### config.mk
export PLATFORM = sky130hd
export DESIGN_NAME = hazard_ctrl_flat
export DESIGN_NICKNAME = d
export VERILOG_FILES = /design/src/rtl/hazard_ctrl_if.sv /design/src/rtl/hazard_ctrl.sv /design/src/flat_wrapper.sv
export SDC_FILE = /design/constraint.sdc
export NUM_CORES = 1
export LEC_CHECK = 0
export ABC_AREA = 1
export BUFFER_PORTS_ARGS = -buffer_cell sky130_fd_sc_hd__clkbuf_2
export CAP_MARGIN = 5
export CORE_UTILIZATION = 52
export CTS_CLUSTER_SIZE = 16
export DETAILED_ROUTE_END_ITERATION = 16
export PLACE_DENSITY_LB_ADDON = 0.15
export SYNTH_ARGS = -nofsm -noshare
export SYNTH_HDL_FRONTEND = slang
export SYNTH_SLANG_ARGS = --single-unit
export TNS_END_PERCENT = 50
### constraint.sdc
create_clock -name clk -period 1.6 [get_ports clk]
set_input_delay 0.24 -clock clk [delete_from_list [all_inputs] [get_ports clk]]
set_output_delay 0.24 -clock clk [all_outputs]
set_load 0.01 [all_outputs]
### src/rtl/hazard_ctrl_if.sv
`default_nettype none
// ============================================================================
// Module      : hazard_ctrl_if
// Description : Signal bundle between the MIPS pipeline and hazard_ctrl.
//               The pipeline side (master) drives ID/EX/MEM stage information
//               and the data-memory handshake; the controller side (slave)
//               returns per-stage stall/flush lines and status.
// Ports       : id_rs/id_rt/*_used, id_branch, id_mdu, branch_taken  (ID)
//               ex_wreg/ex_RegWrite/ex_MemRead                       (EX)
//               mem_wreg/mem_RegWrite/mem_MemRead                    (MEM)
//               mdu_start, dmem_req, dmem_ready                      (events)
//               stall_*, flush_*, mdu_busy, mdu_done, mem_err,
//               stall_count                                          (results)
// Revision    : 1.0 - initial release
// ============================================================================
interface hazard_ctrl_if #(
    parameter int REG_ADDR_W = 5,
    parameter int COUNT_W    = 16
);
    logic [REG_ADDR_W-1:0] id_rs;
    logic [REG_ADDR_W-1:0] id_rt;
    logic                  id_rs_used;
    logic                  id_rt_used;
    logic                  id_branch;
    logic                  id_mdu;
    logic                  branch_taken;
    logic [REG_ADDR_W-1:0] ex_wreg;
    logic                  ex_RegWrite;
    logic                  ex_MemRead;
    logic [REG_ADDR_W-1:0] mem_wreg;
    logic                  mem_RegWrite;
    logic                  mem_MemRead;
    logic                  mdu_start;
    logic                  dmem_req;
    logic                  dmem_ready;
    logic                  stall_pc;
    logic                  stall_if_id;
    logic                  stall_id_ex;
    logic                  stall_ex_mem;
    logic                  flush_if_id;
    logic                  flush_id_ex;
    logic                  flush_ex_mem;
    logic                  mdu_busy;
    logic                  mdu_done;
    logic                  mem_err;
    logic [COUNT_W-1:0]    stall_count;

    modport master (
        output id_rs, id_rt, id_rs_used, id_rt_used, id_branch, id_mdu,
               branch_taken, ex_wreg, ex_RegWrite, ex_MemRead, mem_wreg,
               mem_RegWrite, mem_MemRead, mdu_start, dmem_req, dmem_ready,
        input  stall_pc, stall_if_id, stall_id_ex, stall_ex_mem, flush_if_id,
               flush_id_ex, flush_ex_mem, mdu_busy, mdu_done, mem_err,
               stall_count
    );

    modport slave (
        input  id_rs, id_rt, id_rs_used, id_rt_used, id_branch, id_mdu,
               branch_taken, ex_wreg, ex_RegWrite, ex_MemRead, mem_wreg,
               mem_RegWrite, mem_MemRead, mdu_start, dmem_req, dmem_ready,
        output stall_pc, stall_if_id, stall_id_ex, stall_ex_mem, flush_if_id,
               flush_id_ex, flush_ex_mem, mdu_busy, mdu_done, mem_err,
               stall_count
    );
endinterface
`default_nettype wire

### src/rtl/hazard_ctrl.sv
`default_nettype none
// ============================================================================
// Module      : hazard_ctrl
// Description : Pipeline hazard and stall controller for the 5-stage MIPS
//               core. Handles load-use / branch-operand interlocks (data
//               bubble), a multi-cycle MDU busy countdown, data-memory wait
//               states with timeout, and optional branch delay slots.
//               All stall/flush lines are combinational from the current
//               inputs and FSM state. Priority: freeze > bubble > branch.
// Ports       : clk, rst         - clock, synchronous active-high reset
//               bus (slave)      - stage info in, stall/flush/status out
// Revision    : 1.0 - initial release
// ============================================================================
module hazard_ctrl #(
    parameter int REG_ADDR_W  = 5,
    parameter int MDU_CYCLES  = 8,
    parameter int MEM_TIMEOUT = 16,
    parameter int DELAY_SLOT  = 0,
    parameter int COUNT_W     = 16
) (
    input  logic        clk,
    input  logic        rst,
    hazard_ctrl_if.slave bus
);
    localparam int c_MDU_W  = $clog2(MDU_CYCLES);
    localparam int c_WAIT_W = $clog2(MEM_TIMEOUT + 1);
    localparam bit c_BR_FLUSH_EN = (DELAY_SLOT == 0);

    localparam logic [0:0] c_MDU_IDLE = 1'b0;
    localparam logic [0:0] c_MDU_BUSY = 1'b1;

    localparam logic [1:0] c_MEM_RUN  = 2'd0;
    localparam logic [1:0] c_MEM_WAIT = 2'd1;
    localparam logic [1:0] c_MEM_ERR  = 2'd2;

    // Register 0 is hardwired to zero, so it never creates a dependency.
    function automatic logic f_match(input logic [REG_ADDR_W-1:0] a,
                                     input logic [REG_ADDR_W-1:0] b);
        return (a != '0) && (a == b);
    endfunction

    // ------------------------------------------------------------------
    // MDU busy FSM
    // ------------------------------------------------------------------
    logic [0:0]         r_mdu_state;
    logic [0:0]         w_mdu_state_nxt;
    logic [c_MDU_W-1:0] r_mdu_cnt;
    logic [c_MDU_W-1:0] w_mdu_cnt_nxt;
    logic               w_mdu_busy;

    always_ff @(posedge clk) begin
        if (rst) begin
            r_mdu_state <= c_MDU_IDLE;
            r_mdu_cnt   <= '0;
        end else begin
            r_mdu_state <= w_mdu_state_nxt;
            r_mdu_cnt   <= w_mdu_cnt_nxt;
        end
    end

    // Counts down unconditionally, even while the pipeline is frozen; a
    // start request during BUSY is ignored (the bubble keeps it out of EX).
    always_comb begin
        w_mdu_state_nxt = r_mdu_state;
        w_mdu_cnt_nxt   = r_mdu_cnt;
        case (r_mdu_state)
            c_MDU_IDLE: begin
                if (bus.mdu_start) begin
                    w_mdu_state_nxt = c_MDU_BUSY;
                    w_mdu_cnt_nxt   = c_MDU_W'(MDU_CYCLES - 1);
                end
            end
            c_MDU_BUSY: begin
                if (r_mdu_cnt == '0) begin
                    w_mdu_state_nxt = c_MDU_IDLE;
                end else begin
                    w_mdu_cnt_nxt = r_mdu_cnt - c_MDU_W'(1);
                end
            end
            default: begin
                w_mdu_state_nxt = c_MDU_IDLE;
                w_mdu_cnt_nxt   = '0;
            end
        endcase
    end

    assign w_mdu_busy = (r_mdu_state == c_MDU_BUSY);

    always_comb begin
        bus.mdu_busy = 1'b0;
        bus.mdu_done = 1'b0;
        if (!rst) begin
            bus.mdu_busy = w_mdu_busy;
            bus.mdu_done = w_mdu_busy && (r_mdu_cnt == '0);
        end
    end

    // ------------------------------------------------------------------
    // Data-memory wait FSM
    // ------------------------------------------------------------------
    logic [1:0]          r_mem_state;
    logic [1:0]          w_mem_state_nxt;
    logic [c_WAIT_W-1:0] r_wait_cnt;
    logic [c_WAIT_W-1:0] w_wait_cnt_nxt;
    logic [c_WAIT_W-1:0] w_wait_inc;
    logic                w_fz;

    assign w_fz = bus.dmem_req && !bus.dmem_ready &&
                  ((r_mem_state == c_MEM_RUN) || (r_mem_state == c_MEM_WAIT));
    // r_wait_cnt holds frozen cycles already completed; w_wait_inc includes
    // the current one, so the freeze lasts exactly MEM_TIMEOUT cycles.
    assign w_wait_inc = r_wait_cnt + c_WAIT_W'(1);

    always_ff @(posedge clk) begin
        if (rst) begin
            r_mem_state <= c_MEM_RUN;
            r_wait_cnt  <= '0;
        end else begin
            r_mem_state <= w_mem_state_nxt;
            r_wait_cnt  <= w_wait_cnt_nxt;
        end
    end

    always_comb begin
        w_mem_state_nxt = c_MEM_RUN;
        w_wait_cnt_nxt  = '0;
        case (r_mem_state)
            c_MEM_RUN, c_MEM_WAIT: begin
                if (w_fz) begin
                    if (w_wait_inc == c_WAIT_W'(MEM_TIMEOUT)) begin
                        w_mem_state_nxt = c_MEM_ERR;
                    end else begin
                        w_mem_state_nxt = c_MEM_WAIT;
                        w_wait_cnt_nxt  = w_wait_inc;
                    end
                end
            end
            default: begin
                w_mem_state_nxt = c_MEM_RUN;
            end
        endcase
    end

    // ------------------------------------------------------------------
    // Hazard detection and stall/flush outputs
    // ------------------------------------------------------------------
    logic w_ex_hit;
    logic w_mem_hit;
    logic w_db_raw;
    logic w_db;
    logic w_br_flush;
    logic w_stall_pc;

    assign w_ex_hit  = (bus.id_rs_used && f_match(bus.ex_wreg, bus.id_rs)) ||
                       (bus.id_rt_used && f_match(bus.ex_wreg, bus.id_rt));
    assign w_mem_hit = (bus.id_rs_used && f_match(bus.mem_wreg, bus.id_rs)) ||
                       (bus.id_rt_used && f_match(bus.mem_wreg, bus.id_rt));

    assign w_db_raw = (bus.ex_MemRead && bus.ex_RegWrite && w_ex_hit) ||
                      (bus.id_branch && bus.ex_RegWrite && w_ex_hit) ||
                      (bus.id_branch && bus.mem_MemRead && bus.mem_RegWrite &&
                       w_mem_hit) ||
                      (bus.id_mdu && w_mdu_busy);

    // A bubble holds the branch in ID, so it is re-resolved next cycle
    // rather than flushing IF/ID now.
    assign w_db       = w_db_raw && !w_fz;
    assign w_br_flush = c_BR_FLUSH_EN && bus.branch_taken && !w_db_raw && !w_fz;
    assign w_stall_pc = w_fz || w_db;

    always_comb begin
        bus.stall_pc     = 1'b0;
        bus.stall_if_id  = 1'b0;
        bus.stall_id_ex  = 1'b0;
        bus.stall_ex_mem = 1'b0;
        bus.flush_if_id  = 1'b0;
        bus.flush_id_ex  = 1'b0;
        bus.flush_ex_mem = 1'b0;
        bus.mem_err      = 1'b0;
        if (!rst) begin
            bus.stall_pc     = w_stall_pc;
            bus.stall_if_id  = w_stall_pc;
            bus.stall_id_ex  = w_fz;
            bus.stall_ex_mem = w_fz;
            bus.flush_if_id  = w_br_flush;
            bus.flush_id_ex  = w_db;
            // The abandoned access is dropped by bubbling EX/MEM.
            bus.flush_ex_mem = (r_mem_state == c_MEM_ERR);
            bus.mem_err      = (r_mem_state == c_MEM_ERR);
        end
    end

    // ------------------------------------------------------------------
    // Saturating stall-cycle counter
    // ------------------------------------------------------------------
    logic [COUNT_W-1:0] r_stall_cnt;

    always_ff @(posedge clk) begin
        if (rst) begin
            r_stall_cnt <= '0;
        end else if (w_stall_pc && !(&r_stall_cnt)) begin
            r_stall_cnt <= r_stall_cnt + COUNT_W'(1);
        end
    end

    assign bus.stall_count = rst ? '0 : r_stall_cnt;

endmodule
`default_nettype wire

### src/flat_wrapper.sv
// flat-port wrapper written by rule: the top's interface ports become plain ports
module hazard_ctrl_flat 
#(
    parameter int REG_ADDR_W  = 5,
    parameter int MDU_CYCLES  = 8,
    parameter int MEM_TIMEOUT = 16,
    parameter int DELAY_SLOT  = 0,
    parameter int COUNT_W     = 16
)
  (clk, rst, bus_id_rs, bus_id_rt, bus_id_rs_used, bus_id_rt_used, bus_id_branch, bus_id_mdu, bus_branch_taken, bus_ex_wreg, bus_ex_RegWrite, bus_ex_MemRead, bus_mem_wreg, bus_mem_RegWrite, bus_mem_MemRead, bus_mdu_start, bus_dmem_req, bus_dmem_ready, bus_stall_pc, bus_stall_if_id, bus_stall_id_ex, bus_stall_ex_mem, bus_flush_if_id, bus_flush_id_ex, bus_flush_ex_mem, bus_mdu_busy, bus_mdu_done, bus_mem_err, bus_stall_count);
  hazard_ctrl_if #(.REG_ADDR_W(REG_ADDR_W), .COUNT_W(COUNT_W)) bus_i ();
  input  logic clk;
  input  logic rst;
  input wire logic [$bits(bus_i.id_rs)-1:0] bus_id_rs;
  input wire logic [$bits(bus_i.id_rt)-1:0] bus_id_rt;
  input wire logic [$bits(bus_i.id_rs_used)-1:0] bus_id_rs_used;
  input wire logic [$bits(bus_i.id_rt_used)-1:0] bus_id_rt_used;
  input wire logic [$bits(bus_i.id_branch)-1:0] bus_id_branch;
  input wire logic [$bits(bus_i.id_mdu)-1:0] bus_id_mdu;
  input wire logic [$bits(bus_i.branch_taken)-1:0] bus_branch_taken;
  input wire logic [$bits(bus_i.ex_wreg)-1:0] bus_ex_wreg;
  input wire logic [$bits(bus_i.ex_RegWrite)-1:0] bus_ex_RegWrite;
  input wire logic [$bits(bus_i.ex_MemRead)-1:0] bus_ex_MemRead;
  input wire logic [$bits(bus_i.mem_wreg)-1:0] bus_mem_wreg;
  input wire logic [$bits(bus_i.mem_RegWrite)-1:0] bus_mem_RegWrite;
  input wire logic [$bits(bus_i.mem_MemRead)-1:0] bus_mem_MemRead;
  input wire logic [$bits(bus_i.mdu_start)-1:0] bus_mdu_start;
  input wire logic [$bits(bus_i.dmem_req)-1:0] bus_dmem_req;
  input wire logic [$bits(bus_i.dmem_ready)-1:0] bus_dmem_ready;
  output wire logic [$bits(bus_i.stall_pc)-1:0] bus_stall_pc;
  output wire logic [$bits(bus_i.stall_if_id)-1:0] bus_stall_if_id;
  output wire logic [$bits(bus_i.stall_id_ex)-1:0] bus_stall_id_ex;
  output wire logic [$bits(bus_i.stall_ex_mem)-1:0] bus_stall_ex_mem;
  output wire logic [$bits(bus_i.flush_if_id)-1:0] bus_flush_if_id;
  output wire logic [$bits(bus_i.flush_id_ex)-1:0] bus_flush_id_ex;
  output wire logic [$bits(bus_i.flush_ex_mem)-1:0] bus_flush_ex_mem;
  output wire logic [$bits(bus_i.mdu_busy)-1:0] bus_mdu_busy;
  output wire logic [$bits(bus_i.mdu_done)-1:0] bus_mdu_done;
  output wire logic [$bits(bus_i.mem_err)-1:0] bus_mem_err;
  output wire logic [$bits(bus_i.stall_count)-1:0] bus_stall_count;
  assign bus_i.id_rs = bus_id_rs;
  assign bus_i.id_rt = bus_id_rt;
  assign bus_i.id_rs_used = bus_id_rs_used;
  assign bus_i.id_rt_used = bus_id_rt_used;
  assign bus_i.id_branch = bus_id_branch;
  assign bus_i.id_mdu = bus_id_mdu;
  assign bus_i.branch_taken = bus_branch_taken;
  assign bus_i.ex_wreg = bus_ex_wreg;
  assign bus_i.ex_RegWrite = bus_ex_RegWrite;
  assign bus_i.ex_MemRead = bus_ex_MemRead;
  assign bus_i.mem_wreg = bus_mem_wreg;
  assign bus_i.mem_RegWrite = bus_mem_RegWrite;
  assign bus_i.mem_MemRead = bus_mem_MemRead;
  assign bus_i.mdu_start = bus_mdu_start;
  assign bus_i.dmem_req = bus_dmem_req;
  assign bus_i.dmem_ready = bus_dmem_ready;
  assign bus_stall_pc = bus_i.stall_pc;
  assign bus_stall_if_id = bus_i.stall_if_id;
  assign bus_stall_id_ex = bus_i.stall_id_ex;
  assign bus_stall_ex_mem = bus_i.stall_ex_mem;
  assign bus_flush_if_id = bus_i.flush_if_id;
  assign bus_flush_id_ex = bus_i.flush_id_ex;
  assign bus_flush_ex_mem = bus_i.flush_ex_mem;
  assign bus_mdu_busy = bus_i.mdu_busy;
  assign bus_mdu_done = bus_i.mdu_done;
  assign bus_mem_err = bus_i.mem_err;
  assign bus_stall_count = bus_i.stall_count;
  hazard_ctrl #(.REG_ADDR_W(REG_ADDR_W), .MDU_CYCLES(MDU_CYCLES), .MEM_TIMEOUT(MEM_TIMEOUT), .DELAY_SLOT(DELAY_SLOT), .COUNT_W(COUNT_W)) u_core (.clk(clk), .rst(rst), .bus(bus_i));
endmodule
==> impl_metrics.tcl <==
set metrics [dict create \
    start_util_pct 55.3 \
    antenna_found_initial 0 \
    die_x_um 64.9 \
    synth.area.top_cells "dfxtp_1 26%, nand2_1 14%, nor2_1 11%" \
    insertion_delay_ps 290 \
    finalCritPeriodShare_pct 97.3 \
    grt_pass1_wl_mm 7.85 \
    slowest_stage "xor2_1" \
    globalplace.congestion 0.891 \
    reg2reg_to "u_core.r_stall_cnt[0]" \
    min_path_cells 2 \
    final_util_pct 69.8 \
    postSynthCellCount 330 \
    hold_path_class "in2reg" \
    cts_tree "yes" \
    clockBufferDepth 2 \
    period_minus_slack_ps 1560 \
    drc_errors 0 \
    reg2reg_depth 10 \
    tightestPinTransition_ps 405 \
    timing.slew.headroom_pct 72.8 \
    startpoint_type "input port" \
    cp_max_fo 4 \
    grt_overflow 0 \
    hold_start "rst" \
    rsz0062_at_grt "yes" \
    numCtsBuffers 3 \
    finalClockSkew_ps 8.76 \
    fin_nets 441 \
    synth_area_um2 2050 \
    yosysWarnings 0 \
    crit_chain "clkbuf_2 -> xor2_1 -> nor2_1 -> nand3_1 -> nand2_1 -> nand2_2 -> nand3_2 -> nor2_4 -> nand2_1 -> nor2_1 -> buf_2" \
    synth-seq-cells 27 \
    design_power_total_mw 1.47 \
    vias 2202 \
    syn_avg_cell_area_um2 6.23 \
    routed_wl_mm 4.68 \
    synth_cell_type_count 31 \
    criticalPathCategory "in2out" \
    cts-root-buf "clkbuf_8" \
    reg2reg_setup_slack_ps 140 \
    setup_viol 0 \
    maxCapViolCount 0 \
    min_to "u_core.r_stall_cnt[11]" \
    grt_max_degree 35 \
    synth.top_cell.area_share_pct 26.3 \
    multi_input_area_um2 1280 \
    drt_iter0_drc 122 \
    rows 22 \
    vdd_drop_max_mv 0.520 \
    n_antenna_cell 0 \
    core-area_um2 3720 \
    antenna_left 0 \
    p_leak_nw 1.33 \
    finalHoldViolCount 0 \
    grt_usage_pct 23.3 \
    grt_pass1_vias 1942 \
    ff_latch_area_um2 547 \
    io_buffers 59 \
    ioPinCount 60 \
    status "finished, final reports clean" \
    fill_cells 353 \
    worstPathRequired_ps 1360 \
    cp-end-kind "primary output" \
    die_area_um2 4210 \
    hpwl_mm 3.73 \
    drive_above_1_share_pct 30.7 \
    area_delta_synth_final_pct 26.2 \
    cp-startpoint "bus_mem_wreg[1]" \
    dr.pass1.iters 4 \
    syn-num-nets 369 \
    vias_per_cell 4.90 \
    yosysTopAreaCell "dfxtp_1" \
    synth-seq-area-share_pct 26.3 \
    max_freq_mhz 642 \
    worstPathArrival_ps 1320 \
    htreeDepth 1 \
    slowest_delay_ps 190 \
    p_per_area_nw_per_um2 566 \
    cts_sinks 27 \
    reg2reg_from "u_core.r_stall_cnt[0]" \
    path_clk_slew_ps 90 \
    finalMaxSlewViolations 0 \
    wl_per_cell_um 10.4 \
    die_h_um 64.9 \
]
## worst max-delay path by stage
stage	to	slack, ps	cells past startpoint
6_report	bus_flush_if_id	40	11
2_1_floorplan	u_core.r_stall_cnt[15]	170	9
4_1_cts	bus_flush_if_id	10	11
3_3_place_gp	bus_flush_if_id	30	13
3_5_place_dp	bus_flush_if_id	-20	11
5_1_grt	bus_flush_if_id	-50	13
## routing by layer
metal	vias to the layer above	GRT usage (%)	share of wire, %
li1	1169	-	-
met1	967	29.6	50
met2	57	39.8	44
met3	9	2.64	4.8
met4	0	9.17	2.0
met5	-	0	0
## cells by family (layout without fill, tap and decap cells)
group / count (synthesis) / after routing / share of synthesized area [%]
buffers and inverters: 64 / 135 / 12.9
AOI/OAI and AO/OA: 26 / 26 / 8.53
adders and majority gates: 5 / 5 / 3.05
and+or+nand+nor: 191 / 191 / 42.0
DFF: 27 / 27 / 26.3
xor gates and xnor gates: 17 / 17 / 7.25
## Yosys cell counts, drive strengths merged
master / number
a21oi: 14
nand3: 25
nand3b: 3
nor2: 62
dfxtp: 27
xnor2: 2
ha: 5
nand2: 83
inv: 54
a311oi: 1
nor3: 6
nand4: 9
o21ai: 9
clkbuf: 1
o21bai: 1
nor4: 3
a31oi: 1
xor2: 15
buf: 9
## flip-flops by register name (all words and copies together), names as in the netlist
| name | flops |
|---|---|
| u_core.r_mdu_cnt | 3 |
| u_core.r_mdu_state | 1 |
| u_core.r_mem_state | 2 |
| u_core.r_stall_cnt | 16 |
| u_core.r_wait_cnt | 5 |
## cell usage in the layout (no fill, tap or decap), types with 2 or more instances in the layout
cell type  instances
dfxtp_1           24
nand3_1           24
nor2_4             2
nand4_1            8
nand2_2            5
nor4_1             2
buf_4             16
nor3_1             3
dfxtp_2            2
ha_1               4
xnor2_1            2
a21oi_2           10
xor2_1            15
clkbuf_2          55
nand2_1           76
o21ai_0            5
o21ai_1            4
inv_2             13
buf_2              4
nor2_1            60
nand3b_1           3
a21oi_1            4
nor3_2             3
inv_1             41
clkbuf_8           3
buf_12             2
## critical path, delay by kind of cell
kind	cells	cell delay, ps
buffers and inverters	2	250
XOR/XNOR	1	190
AND/OR/NAND/NOR	8	630
## through the flow
step           TNS, ps  instances  instance area [µm²]  hold WS, ps  worst slack, ps
6_report             0        449                 2590          200             42.8
3_5_place_dp     -23.8        444                 2500          458            -23.8
3_3_place_gp         0        444                 2500          448             25.0
2_1_floorplan        0        330                 2050          433              169
4_1_cts              0        448                 2560          202             12.8
5_1_grt          -82.2        449                 2590          219            -50.2
## power breakdown
group	total (mW)	switching [mW]	internal (mW)
Clock	0.409	0.231	0.178
Sequential	0.713	0.0185	0.694
Combinational	0.347	0.201	0.145
## repair_timing
action                     4_1_cts  5_1_grt
hold buffers                     0        0
resized for setup                3       16
buffers inserted                 0        1
cloned                           0        0
pin swaps                        0        2
setup endpoints to repair        1       17
## layout make-up
cell class	count	area share, %
repair buffers	77	17.6
clock inverters	1	0.290
well taps	48	2.32
multi-input cells	239	49.3
inverters	54	7.82
clock buffers	3	1.59
flip-flops and latches	27	21.1
Power figures use the tool's default switching activity.
